**config.mk**
```make
export PLATFORM = sky130hd
export DESIGN_NAME = clk_div_ctrl
export DESIGN_NICKNAME = d
export VERILOG_FILES = /design/src/rtl/clk_div_ctrl_pkg.sv /design/src/rtl/clk_div_ctrl_map.sv /design/src/rtl/clk_div_ctrl.sv
export SDC_FILE = /design/constraint.sdc
export NUM_CORES = 1
export LEC_CHECK = 0
export CORE_ASPECT_RATIO = 1.2
export CORE_UTILIZATION = 43
export DETAILED_ROUTE_END_ITERATION = 12
export PLACE_DENSITY = 0.74
export SETUP_SLACK_MARGIN = 0.02
export SYNTH_ARGS = -nofsm -noshare
export SYNTH_HDL_FRONTEND = slang
export SYNTH_SLANG_ARGS = --single-unit
```
**constraint.sdc**
```tcl
create_clock -name i_ref_clk -period 1.6 [get_ports i_ref_clk]
set_input_delay 0.32 -clock i_ref_clk [delete_from_list [all_inputs] [get_ports i_ref_clk]]
set_output_delay 0.32 -clock i_ref_clk [all_outputs]
set_load 0.05 [all_outputs]
```
**src/rtl/clk_div_ctrl_pkg.sv**
```systemverilog
// -----------------------------------------------------------------------------
// clk_div_ctrl_pkg
// Shared definitions for the UART clock-divider configuration sequencer:
//   - sequencer state enum
//   - legal UART prescale values
//   - prescale -> {rx_bypass, rx_ratio} mapping function
//   - minimum usable divider ratio and sequencer counter width
// -----------------------------------------------------------------------------
package clk_div_ctrl_pkg;

    typedef enum logic [1:0] {
        ST_IDLE   = 2'd0,
        ST_DRAIN  = 2'd1,
        ST_LOAD   = 2'd2,
        ST_SETTLE = 2'd3
    } state_e;

    localparam logic [5:0] PRESCALE_4  = 6'd4;
    localparam logic [5:0] PRESCALE_8  = 6'd8;
    localparam logic [5:0] PRESCALE_16 = 6'd16;
    localparam logic [5:0] PRESCALE_32 = 6'd32;

    // A ratio of 0 or 1 cannot be produced by the 4-bit dividers.
    localparam logic [3:0] MIN_DIV_RATIO = 4'd2;

    // Wide enough for the drain count (>= 15) and the settle count.
    localparam int CNT_W = 5;

    // The RX divider runs at 32x oversampling of the ref-clock-relative rate,
    // so its ratio is 32/prescale; prescale 32 means ref clock passes straight
    // through. Unmapped values give {0, 0}.
    function automatic logic [4:0] prescale_to_rx(input logic [5:0] prescale);
        logic [4:0] res;
        case (prescale)
            PRESCALE_4:  res = {1'b0, 4'd8};
            PRESCALE_8:  res = {1'b0, 4'd4};
            PRESCALE_16: res = {1'b0, 4'd2};
            PRESCALE_32: res = {1'b1, 4'd1};
            default:     res = 5'b0_0000;
        endcase
        return res;
    endfunction

endpackage

```
**src/rtl/clk_div_ctrl_map.sv**
```systemverilog
// -----------------------------------------------------------------------------
// clk_div_ctrl_map
// Combinational prescale decoder.
// Ports:
//   i_prescale   in  6  requested UART prescale
//   o_rx_ratio   out 4  RX divider ratio for that prescale (0 if unmapped)
//   o_rx_bypass  out 1  RX clock taken straight from the ref clock
//   o_invalid    out 1  prescale is not one of 4/8/16/32
// -----------------------------------------------------------------------------
module clk_div_ctrl_map
    import clk_div_ctrl_pkg::*;
(
    input  logic [5:0] i_prescale,
    output logic [3:0] o_rx_ratio,
    output logic       o_rx_bypass,
    output logic       o_invalid
);

    always_comb begin
        {o_rx_bypass, o_rx_ratio} = prescale_to_rx(i_prescale);
        o_invalid = 1'b1;
        case (i_prescale)
            PRESCALE_4, PRESCALE_8, PRESCALE_16, PRESCALE_32: o_invalid = 1'b0;
            default:                                          o_invalid = 1'b1;
        endcase
    end

endmodule

```
**src/rtl/clk_div_ctrl.sv**
```systemverilog
// -----------------------------------------------------------------------------
// clk_div_ctrl
// Sequencer owning the UART TX/RX clock-divider configuration. A new TX ratio
// and prescale are accepted over valid/ready; the dividers are then disabled,
// drained, reloaded and re-enabled so that ratios never change while enabled.
//
// Optional feature macro: CLK_DIV_CTRL_CFG_CHECK_EN
//   defined   : requests with tx_ratio < 2 or an unmapped prescale are rejected
//               with a one-cycle o_cfg_err pulse; configuration is kept.
//   undefined : no checking, o_cfg_err stays 0, values loaded as given.
//
// Ports:
//   i_ref_clk       in  1  reference clock (only clock)
//   i_rst           in  1  synchronous active-high reset
//   i_sys_en        in  1  system-level divider enable
//   i_cfg_valid     in  1  configuration request
//   o_cfg_ready     out 1  request can be accepted (IDLE only)
//   i_tx_ratio      in  4  requested TX divide ratio
//   i_prescale      in  6  requested UART prescale
//   o_tx_div_ratio  out 4  TX divider ratio
//   o_rx_div_ratio  out 4  RX divider ratio
//   o_rx_bypass     out 1  RX clock = ref clock
//   o_clk_en        out 1  enable to both dividers
//   o_busy          out 1  reconfiguration in progress
//   o_cfg_err       out 1  one-cycle pulse on a rejected request
// -----------------------------------------------------------------------------
module clk_div_ctrl
    import clk_div_ctrl_pkg::*;
#(
    parameter int         DRAIN_CYC    = 16,
    parameter int         SETTLE_CYC   = 2,
    parameter logic [3:0] DEF_TX_RATIO = 4'd8,
    parameter logic [5:0] DEF_PRESCALE = 6'd32
) (
    input  logic       i_ref_clk,
    input  logic       i_rst,
    input  logic       i_sys_en,
    input  logic       i_cfg_valid,
    output logic       o_cfg_ready,
    input  logic [3:0] i_tx_ratio,
    input  logic [5:0] i_prescale,
    output logic [3:0] o_tx_div_ratio,
    output logic [3:0] o_rx_div_ratio,
    output logic       o_rx_bypass,
    output logic       o_clk_en,
    output logic       o_busy,
    output logic       o_cfg_err
);

    localparam logic [4:0]       DEF_RX    = prescale_to_rx(DEF_PRESCALE);
    localparam logic [CNT_W-1:0] DRAIN_LD  = CNT_W'(DRAIN_CYC);
    localparam logic [CNT_W-1:0] SETTLE_LD = CNT_W'(SETTLE_CYC);

    state_e           state_q, state_d;
    logic [CNT_W-1:0] cnt_q, cnt_d;

    // Captured request, held until the LOAD transition.
    logic [3:0] tx_req_q, tx_req_d;
    logic [3:0] rx_req_q, rx_req_d;
    logic       byp_req_q, byp_req_d;

    // Divider-facing configuration.
    logic [3:0] tx_ratio_q, tx_ratio_d;
    logic [3:0] rx_ratio_q, rx_ratio_d;
    logic       rx_byp_q, rx_byp_d;
    logic       clk_en_q, clk_en_d;
    logic       err_q, err_d;

    logic [3:0] map_rx_ratio;
    logic       map_rx_bypass;
    logic       map_invalid;
    logic       req_bad;

    clk_div_ctrl_map u_map (
        .i_prescale  (i_prescale),
        .o_rx_ratio  (map_rx_ratio),
        .o_rx_bypass (map_rx_bypass),
        .o_invalid   (map_invalid)
    );

`ifdef CLK_DIV_CTRL_CFG_CHECK_EN
    assign req_bad = (i_tx_ratio < MIN_DIV_RATIO) | map_invalid;
`else
    logic unused_map_invalid;
    assign unused_map_invalid = map_invalid;
    assign req_bad = 1'b0;
`endif

    always_comb begin
        state_d    = state_q;
        cnt_d      = cnt_q;
        tx_req_d   = tx_req_q;
        rx_req_d   = rx_req_q;
        byp_req_d  = byp_req_q;
        tx_ratio_d = tx_ratio_q;
        rx_ratio_d = rx_ratio_q;
        rx_byp_d   = rx_byp_q;
        err_d      = 1'b0;

        case (state_q)
            ST_IDLE: begin
                if (i_cfg_valid) begin
                    if (req_bad) begin
                        err_d = 1'b1;
                    end else begin
                        state_d   = ST_DRAIN;
                        cnt_d     = DRAIN_LD;
                        tx_req_d  = i_tx_ratio;
                        rx_req_d  = map_rx_ratio;
                        byp_req_d = map_rx_bypass;
                    end
                end
            end
            ST_DRAIN: begin
                // Ratios are written on the edge that enters LOAD so they are
                // already stable for the whole LOAD cycle, with dividers off.
                if (cnt_q == CNT_W'(1)) begin
                    state_d    = ST_LOAD;
                    tx_ratio_d = tx_req_q;
                    rx_ratio_d = rx_req_q;
                    rx_byp_d   = byp_req_q;
                end else begin
                    cnt_d = cnt_q - CNT_W'(1);
                end
            end
            ST_LOAD: begin
                state_d = ST_SETTLE;
                cnt_d   = SETTLE_LD;
            end
            ST_SETTLE: begin
                if (cnt_q == CNT_W'(1)) begin
                    state_d = ST_IDLE;
                end else begin
                    cnt_d = cnt_q - CNT_W'(1);
                end
            end
            default: state_d = ST_IDLE;
        endcase

        // Enable is registered from the state being entered, so it drops on
        // the accept edge and only returns once the new ratios are in place.
        clk_en_d = ((state_d == ST_IDLE) || (state_d == ST_SETTLE)) & i_sys_en;
    end

    always_ff @(posedge i_ref_clk) begin
        if (i_rst) begin
            state_q    <= ST_IDLE;
            cnt_q      <= '0;
            tx_req_q   <= DEF_TX_RATIO;
            rx_req_q   <= DEF_RX[3:0];
            byp_req_q  <= DEF_RX[4];
            tx_ratio_q <= DEF_TX_RATIO;
            rx_ratio_q <= DEF_RX[3:0];
            rx_byp_q   <= DEF_RX[4];
            clk_en_q   <= 1'b0;
            err_q      <= 1'b0;
        end else begin
            state_q    <= state_d;
            cnt_q      <= cnt_d;
            tx_req_q   <= tx_req_d;
            rx_req_q   <= rx_req_d;
            byp_req_q  <= byp_req_d;
            tx_ratio_q <= tx_ratio_d;
            rx_ratio_q <= rx_ratio_d;
            rx_byp_q   <= rx_byp_d;
            clk_en_q   <= clk_en_d;
            err_q      <= err_d;
        end
    end

    assign o_cfg_ready    = (state_q == ST_IDLE);
    assign o_busy         = (state_q != ST_IDLE);
    assign o_tx_div_ratio = tx_ratio_q;
    assign o_rx_div_ratio = rx_ratio_q;
    assign o_rx_bypass    = rx_byp_q;
    assign o_clk_en       = clk_en_q;
    assign o_cfg_err      = err_q;

endmodule

```
Word-level counts from Yosys, hierarchy flattened

Cells that the tools add are included.

Bitwise logic cells: 1
Divide/modulo/power cells: 0
Order comparisons: 0
Add/subtract/negate cells: 1
Multipliers: 0
Reduce and logical (&&, ||, !) cells: 8
Equal/unequal tests: 11
Mux-type cells: 8
Shifts and indexed selects: 0

Operator list:

| operator                                                            | number |
|---|---|
| 5-bit one-hot mux with 4 select lines                               | 1 |
| 5-bit one-hot mux with 3 select lines                               | 1 |
| 5-bit two-way mux                                                   | 2 |
| 2-bit one-hot mux with 4 select lines                               | 1 |
| 2-bit == test (second input constant)                               | 3 |
| 6-bit by 3-bit == test with 1-bit output (second input constant)    | 1 |
| 6-bit by 4-bit == test with 1-bit output (second input constant)    | 1 |
| 6-bit by 5-bit == test with 1-bit output (second input constant)    | 1 |
| 6-bit == test (second input constant)                               | 1 |
| 2-bit two-way mux                                                   | 3 |
| 2-bit AND reduction                                                 | 3 |
| 5-bit by 1-bit == test with 1-bit output (second input constant)    | 1 |
| 5-bit by 1-bit subtractor with 5-bit output (second input constant) | 1 |
| 2-bit logical NOT                                                   | 2 |
| 2-bit != test (second input constant)                               | 2 |
| 2-bit by 1-bit == test with 1-bit output (second input constant)    | 1 |
| 2-bit nonzero test                                                  | 1 |
| 2-bit OR reduction                                                  | 1 |
| 1-bit bitwise AND                                                   | 1 |
| 1-bit logical OR                                                    | 1 |

Memory bits (writable): 0
Bits in read-only memories: 0
Bits in latches: 0
Memories kept: 0
Output and inout bits: 13
Bits in registers: 26

Longest topological paths before layout

Word-level depth: 6
Depth in mapped cells: 6
Depth with buffers taken out: 6

By module

Synthesis repeated with hierarchy kept, for this count alone.

Cells, all modules: 131
Area, all modules: 1251.2 µm²

By module, submodules not included:

| module           | area each (µm²) | times used | cells each | seq. area each (µm²) |
|---|---|---|---|---|
| clk_div_ctrl     | 1152.4          | 1          | 119        | 520.5 |
| clk_div_ctrl_map | 98.8            | 1          | 12         | 0.0 |

Worst setup path after synthesis

No wires, ideal clock.

Kind: register to output
From: register state_q[0]
To: output o_busy
Buffers on the path: 1
Data required time: 1280 ps
Arrival: 1871 ps
Stages on the path, launching flop included: 4
Setup slack: -591 ps
Cell sequence: dfxtp_1 -> buf_2 -> nor2_1 -> inv_1

Longest elaborated chain between the ends: 1

Ends and longest elaborated chain:

| what                   | line                | source |
|---|---|---|
| start, declared        | clk_div_ctrl.sv:54  | `state_e state_q, state_d;` |
| start signal, assigned | clk_div_ctrl.sv:158 | `state_q <= state_d;` |
| 2-bit nonzero test     | clk_div_ctrl.sv:172 | `assign o_busy = (state_q != ST_IDLE);` |
| end, declared          | clk_div_ctrl.sv:46  | `output logic o_busy,` |

Every way passes these cells.

Final worst setup path

Ends and elaborated chain as after synthesis.

==> metrics.txt <==
# TYPE chip_impl_metric gauge
chip_impl_metric{name="die_h",unit="um"} 56.6
chip_impl_metric{name="rows",unit=""} 19
chip_impl_info{name="worst_setup_path_end_kind",value="primary output"} 1
chip_impl_metric{name="grtUsageTotal",unit="%"} 21.1
chip_impl_metric{name="syn_nets",unit=""} 130
chip_impl_metric{name="pwr_density_cell",unit="nW/um^2"} 871
chip_impl_metric{name="number_of_global_route_vias_before_repair",unit=""} 928
chip_impl_metric{name="finalCoreUtilization",unit="%"} 64.2
chip_impl_info{name="commonest_non_fill_non_tap_cell_in_the_layout",value="sky130_fd_sc_hd__buf_4"} 1
chip_impl_metric{name="yosysUniqueCellTypes",unit=""} 37
chip_impl_metric{name="cts_inserted_buffers",unit=""} 3
chip_impl_metric{name="power.leakage",unit="uW"} 0.000585
chip_impl_metric{name="timing.final.setup_violations",unit=""} 0
chip_impl_metric{name="finalMaxSlewViolations",unit=""} 0
chip_impl_info{name="outcome",value="completed"} 1
chip_impl_metric{name="multi_input_comb_area",unit="sq um"} 553
chip_impl_metric{name="fp.dieArea",unit="sq um"} 2690
chip_impl_metric{name="routed-via-count",unit=""} 970
chip_impl_metric{name="timing.hold.ws",unit="ps"} 469
chip_impl_metric{name="postSynth.asyncResetShare",unit="%"} 0
chip_impl_metric{name="io-pin-count",unit=""} 27
chip_impl_metric{name="pre_antenna_drt_iters",unit=""} 4
chip_impl_metric{name="cts.sink_count",unit=""} 24
chip_impl_metric{name="ant_nets",unit=""} 0
chip_impl_info{name="grt_setup_unrepaired",value="true"} 1
chip_impl_info{name="routed.top_layer",value="met4"} 1
chip_impl_metric{name="routedLengthMet1",unit="mm"} 1.12
chip_impl_metric{name="h-tree-depth",unit=""} 1
chip_impl_metric{name="cp_data_arrival_time",unit="ps"} 1230
chip_impl_metric{name="antenna_found_initial",unit=""} 0
chip_impl_metric{name="grt_start_max_net_pins",unit=""} 14
chip_impl_metric{name="wl_met2",unit="mm"} 1.28
chip_impl_metric{name="clock_period_minus_final_worst_setup_slack",unit="ps"} 1550
chip_impl_metric{name="min_period_over_period",unit="%"} 96.9
chip_impl_metric{name="synth_area_per_cell",unit="sq um"} 9.38
chip_impl_metric{name="post_synthesis_instance_area",unit="sq um"} 1070
chip_impl_info{name="tritoncts",value="built"} 1
chip_impl_metric{name="timing.critical_path.fanout_max",unit=""} 4
chip_impl_metric{name="hold_depth",unit=""} 2
chip_impl_metric{name="ir_drop_worst_vdd",unit="mV"} 0.455
chip_impl_info{name="timing.critical_path.from_type",value="flop"} 1
chip_impl_metric{name="path_clk_slew",unit="ps"} 140
chip_impl_metric{name="areaGrowthSynthToFinish",unit="%"} 39.9
chip_impl_metric{name="cts_max_path_buffers",unit=""} 2
chip_impl_metric{name="globalRouteOverflowTotal",unit=""} 0
chip_impl_metric{name="report.power.total",unit="uW"} 1300
chip_impl_metric{name="initialDrtViolationCount",unit=""} 28
chip_impl_metric{name="cts-hold-fix-buffers",unit=""} 0
chip_impl_metric{name="first_pass_grt_wire_length",unit="mm"} 4.05
chip_impl_metric{name="nFillCells",unit=""} 196
chip_impl_metric{name="synth-edff-count",unit=""} 0
chip_impl_metric{name="area.sequential",unit="sq um"} 488
chip_impl_metric{name="routed_wire_length",unit="mm"} 2.57
chip_impl_metric{name="highest_clock_rate",unit="MHz"} 645
chip_impl_metric{name="finalClockSkew",unit="ps"} 13.6
chip_impl_metric{name="buffer_ports.inserted",unit=""} 25
chip_impl_metric{name="layout_cell_share_with_drive_strength_beyond_1",unit="%"} 31.8
chip_impl_metric{name="dp_hpwl",unit="mm"} 1.80
chip_impl_metric{name="ys_warn_count",unit=""} 0
chip_impl_metric{name="clk-insertion-delay-late",unit="ps"} 340
chip_impl_metric{name="ys_seq_elements",unit=""} 24
chip_impl_info{name="hold_path_class",value="reg2reg"} 1
chip_impl_metric{name="synth.yosys.seq_area_share",unit="%"} 44.9
chip_impl_metric{name="netlist_instances",unit=""} 114
chip_impl_metric{name="timing.max_cap.violations",unit=""} 0
chip_impl_metric{name="routedWlPerCell",unit="um"} 14.1
chip_impl_metric{name="antenna_diode_count",unit=""} 0
chip_impl_metric{name="floorplan.initialDensity",unit="%"} 45.9
chip_impl_metric{name="floorplan.die.width",unit="um"} 47.5
chip_impl_metric{name="detail_route.vias_per_cell",unit=""} 5.33
chip_impl_metric{name="ff2ff_path_depth",unit=""} 7
chip_impl_info{name="crit_type",value="reg2out"} 1
chip_impl_metric{name="wire_length_on_met3",unit="um"} 104
chip_impl_metric{name="final_hold_viols",unit=""} 0
chip_impl_info{name="yosys_most_used_dff",value="sky130_fd_sc_hd__dfxtp_1"} 1
chip_impl_metric{name="gp_routability_congestion",unit=""} 0.767
chip_impl_info{name="mostFrequentLayoutCells",value="23 x sky130_fd_sc_hd__buf_4, 20 x sky130_fd_sc_hd__dfxtp_1, 14 x sky130_fd_sc_hd__nor2_1"} 1
chip_impl_metric{name="worst-endpoint-required",unit="ps"} 1280
chip_impl_info{name="clock-root-buffer",value="sky130_fd_sc_hd__clkbuf_4"} 1
chip_impl_metric{name="placeableCoreArea",unit="sq um"} 2330
chip_impl_metric{name="final_nets",unit=""} 168
chip_impl_metric{name="drc_errors",unit=""} 0
-- cell type report --
type,count,area share [%]
flip-flops and latches,24,32.6
inverters,4,1.00
well taps,31,2.59
repair buffers,40,24.4
multi-input cells,79,37.0
clock buffers,4,2.42
-- worst paths after layout --
kind	startpoint	endpoint	slack, ps
max reg2reg	cnt_q[1]$_SDFFE_PP0P_	o_tx_div_ratio[1]$_SDFFE_PP0P_	70
min reg2reg	tx_req_q[0]$_SDFFE_PP0P_	tx_req_q[0]$_SDFFE_PP0P_	470
min	tx_req_q[0]$_SDFFE_PP0P_	tx_req_q[0]$_SDFFE_PP0P_	470
max	state_q[0]$_SDFF_PP0_	o_busy	50
-- where the power goes --
part,switching (uW),leakage (uW),internal [uW]
Clock,196,0.0000210,140
Combinational,154,0.000367,155
Sequential,29.7,0.000198,629
Total,379,0.000585,924
-- critical path, stage by stage (launching register included) --
cell                      delay [ps]
sky130_fd_sc_hd__dfxtp_4         390
sky130_fd_sc_hd__buf_6           120
sky130_fd_sc_hd__nor2_4          170
sky130_fd_sc_hd__inv_2            60
sky130_fd_sc_hd__buf_12          140
-- cell usage after synthesis, types with 2 or more instances --
cell type / n / area (sq um)
sky130_fd_sc_hd__nand2_1: 7 / 26.3
sky130_fd_sc_hd__clkbuf_1: 2 / 7.51
sky130_fd_sc_hd__mux2i_1: 6 / 60.1
sky130_fd_sc_hd__buf_4: 2 / 15.0
sky130_fd_sc_hd__nand3_1: 5 / 25.0
sky130_fd_sc_hd__nor3_4: 2 / 32.5
sky130_fd_sc_hd__inv_1: 4 / 15.0
sky130_fd_sc_hd__nor3_1: 2 / 10.0
sky130_fd_sc_hd__o21bai_1: 2 / 15.0
sky130_fd_sc_hd__nor2b_1: 3 / 18.8
sky130_fd_sc_hd__a211o_1: 2 / 17.5
sky130_fd_sc_hd__nor2_1: 15 / 56.3
sky130_fd_sc_hd__ha_1: 2 / 25.0
sky130_fd_sc_hd__buf_2: 2 / 10.0
sky130_fd_sc_hd__dfxtp_1: 24 / 480
sky130_fd_sc_hd__or3_1: 2 / 12.5
sky130_fd_sc_hd__a32oi_1: 2 / 17.5
sky130_fd_sc_hd__a21oi_1: 9 / 45.0
sky130_fd_sc_hd__o21ai_0: 3 / 15.0
-- kinds of logic (layout without fill, tap and decap cells) --
kind of cell | after synthesis | count (layout) | synth area share [%]
XOR/XNOR | 1 | 1 | 0.819
buffers and inverters | 11 | 48 | 5.50
AO/OA/AOI/OAI | 22 | 22 | 13.2
flip-flops | 24 | 24 | 44.9
multiplexers | 7 | 7 | 6.67
AND/OR/NAND/NOR | 46 | 46 | 26.2
adder cells (fa/ha/maj) | 2 | 2 | 2.34
other | 1 | 1 | 0.351
-- through the flow --
stage | TNS (ps) | setup slack, ps | instance area [sq um] | instances
floorplan | 0 | 86.7 | 1080 | 114
global placement | -1170 | -182 | 1400 | 174
global route | 0 | 12.1 | 1500 | 182
finish | 0 | 49.6 | 1500 | 182
detailed placement | -1780 | -253 | 1400 | 174
CTS | 0 | 23.5 | 1460 | 181
-- metal layers --
layer	vias up	global-route usage [%]
met2	31	34.8
li1	471	-
met1	463	26.5
met3	5	1.93
met4	0	9.52
met5	-	0
-- state kept, by name, summed over array words and instances, names as in the netlist --
signal / flops
cnt_q: 5
tx_req_q: 4
o_rx_div_ratio: 4
o_clk_en: 1
rx_req_q: 4
o_tx_div_ratio: 4
state_q: 2
-- timing repair --
| action | CTS | global route |
|---|---|---|
| setup buffers | 3 | 1 |
| endpoints found under the setup margin | 2 | 9 |
| gates resized for setup | 4 | 9 |
| pin swaps | 1 | 2 |
Power figures use the tool's default switching activity.
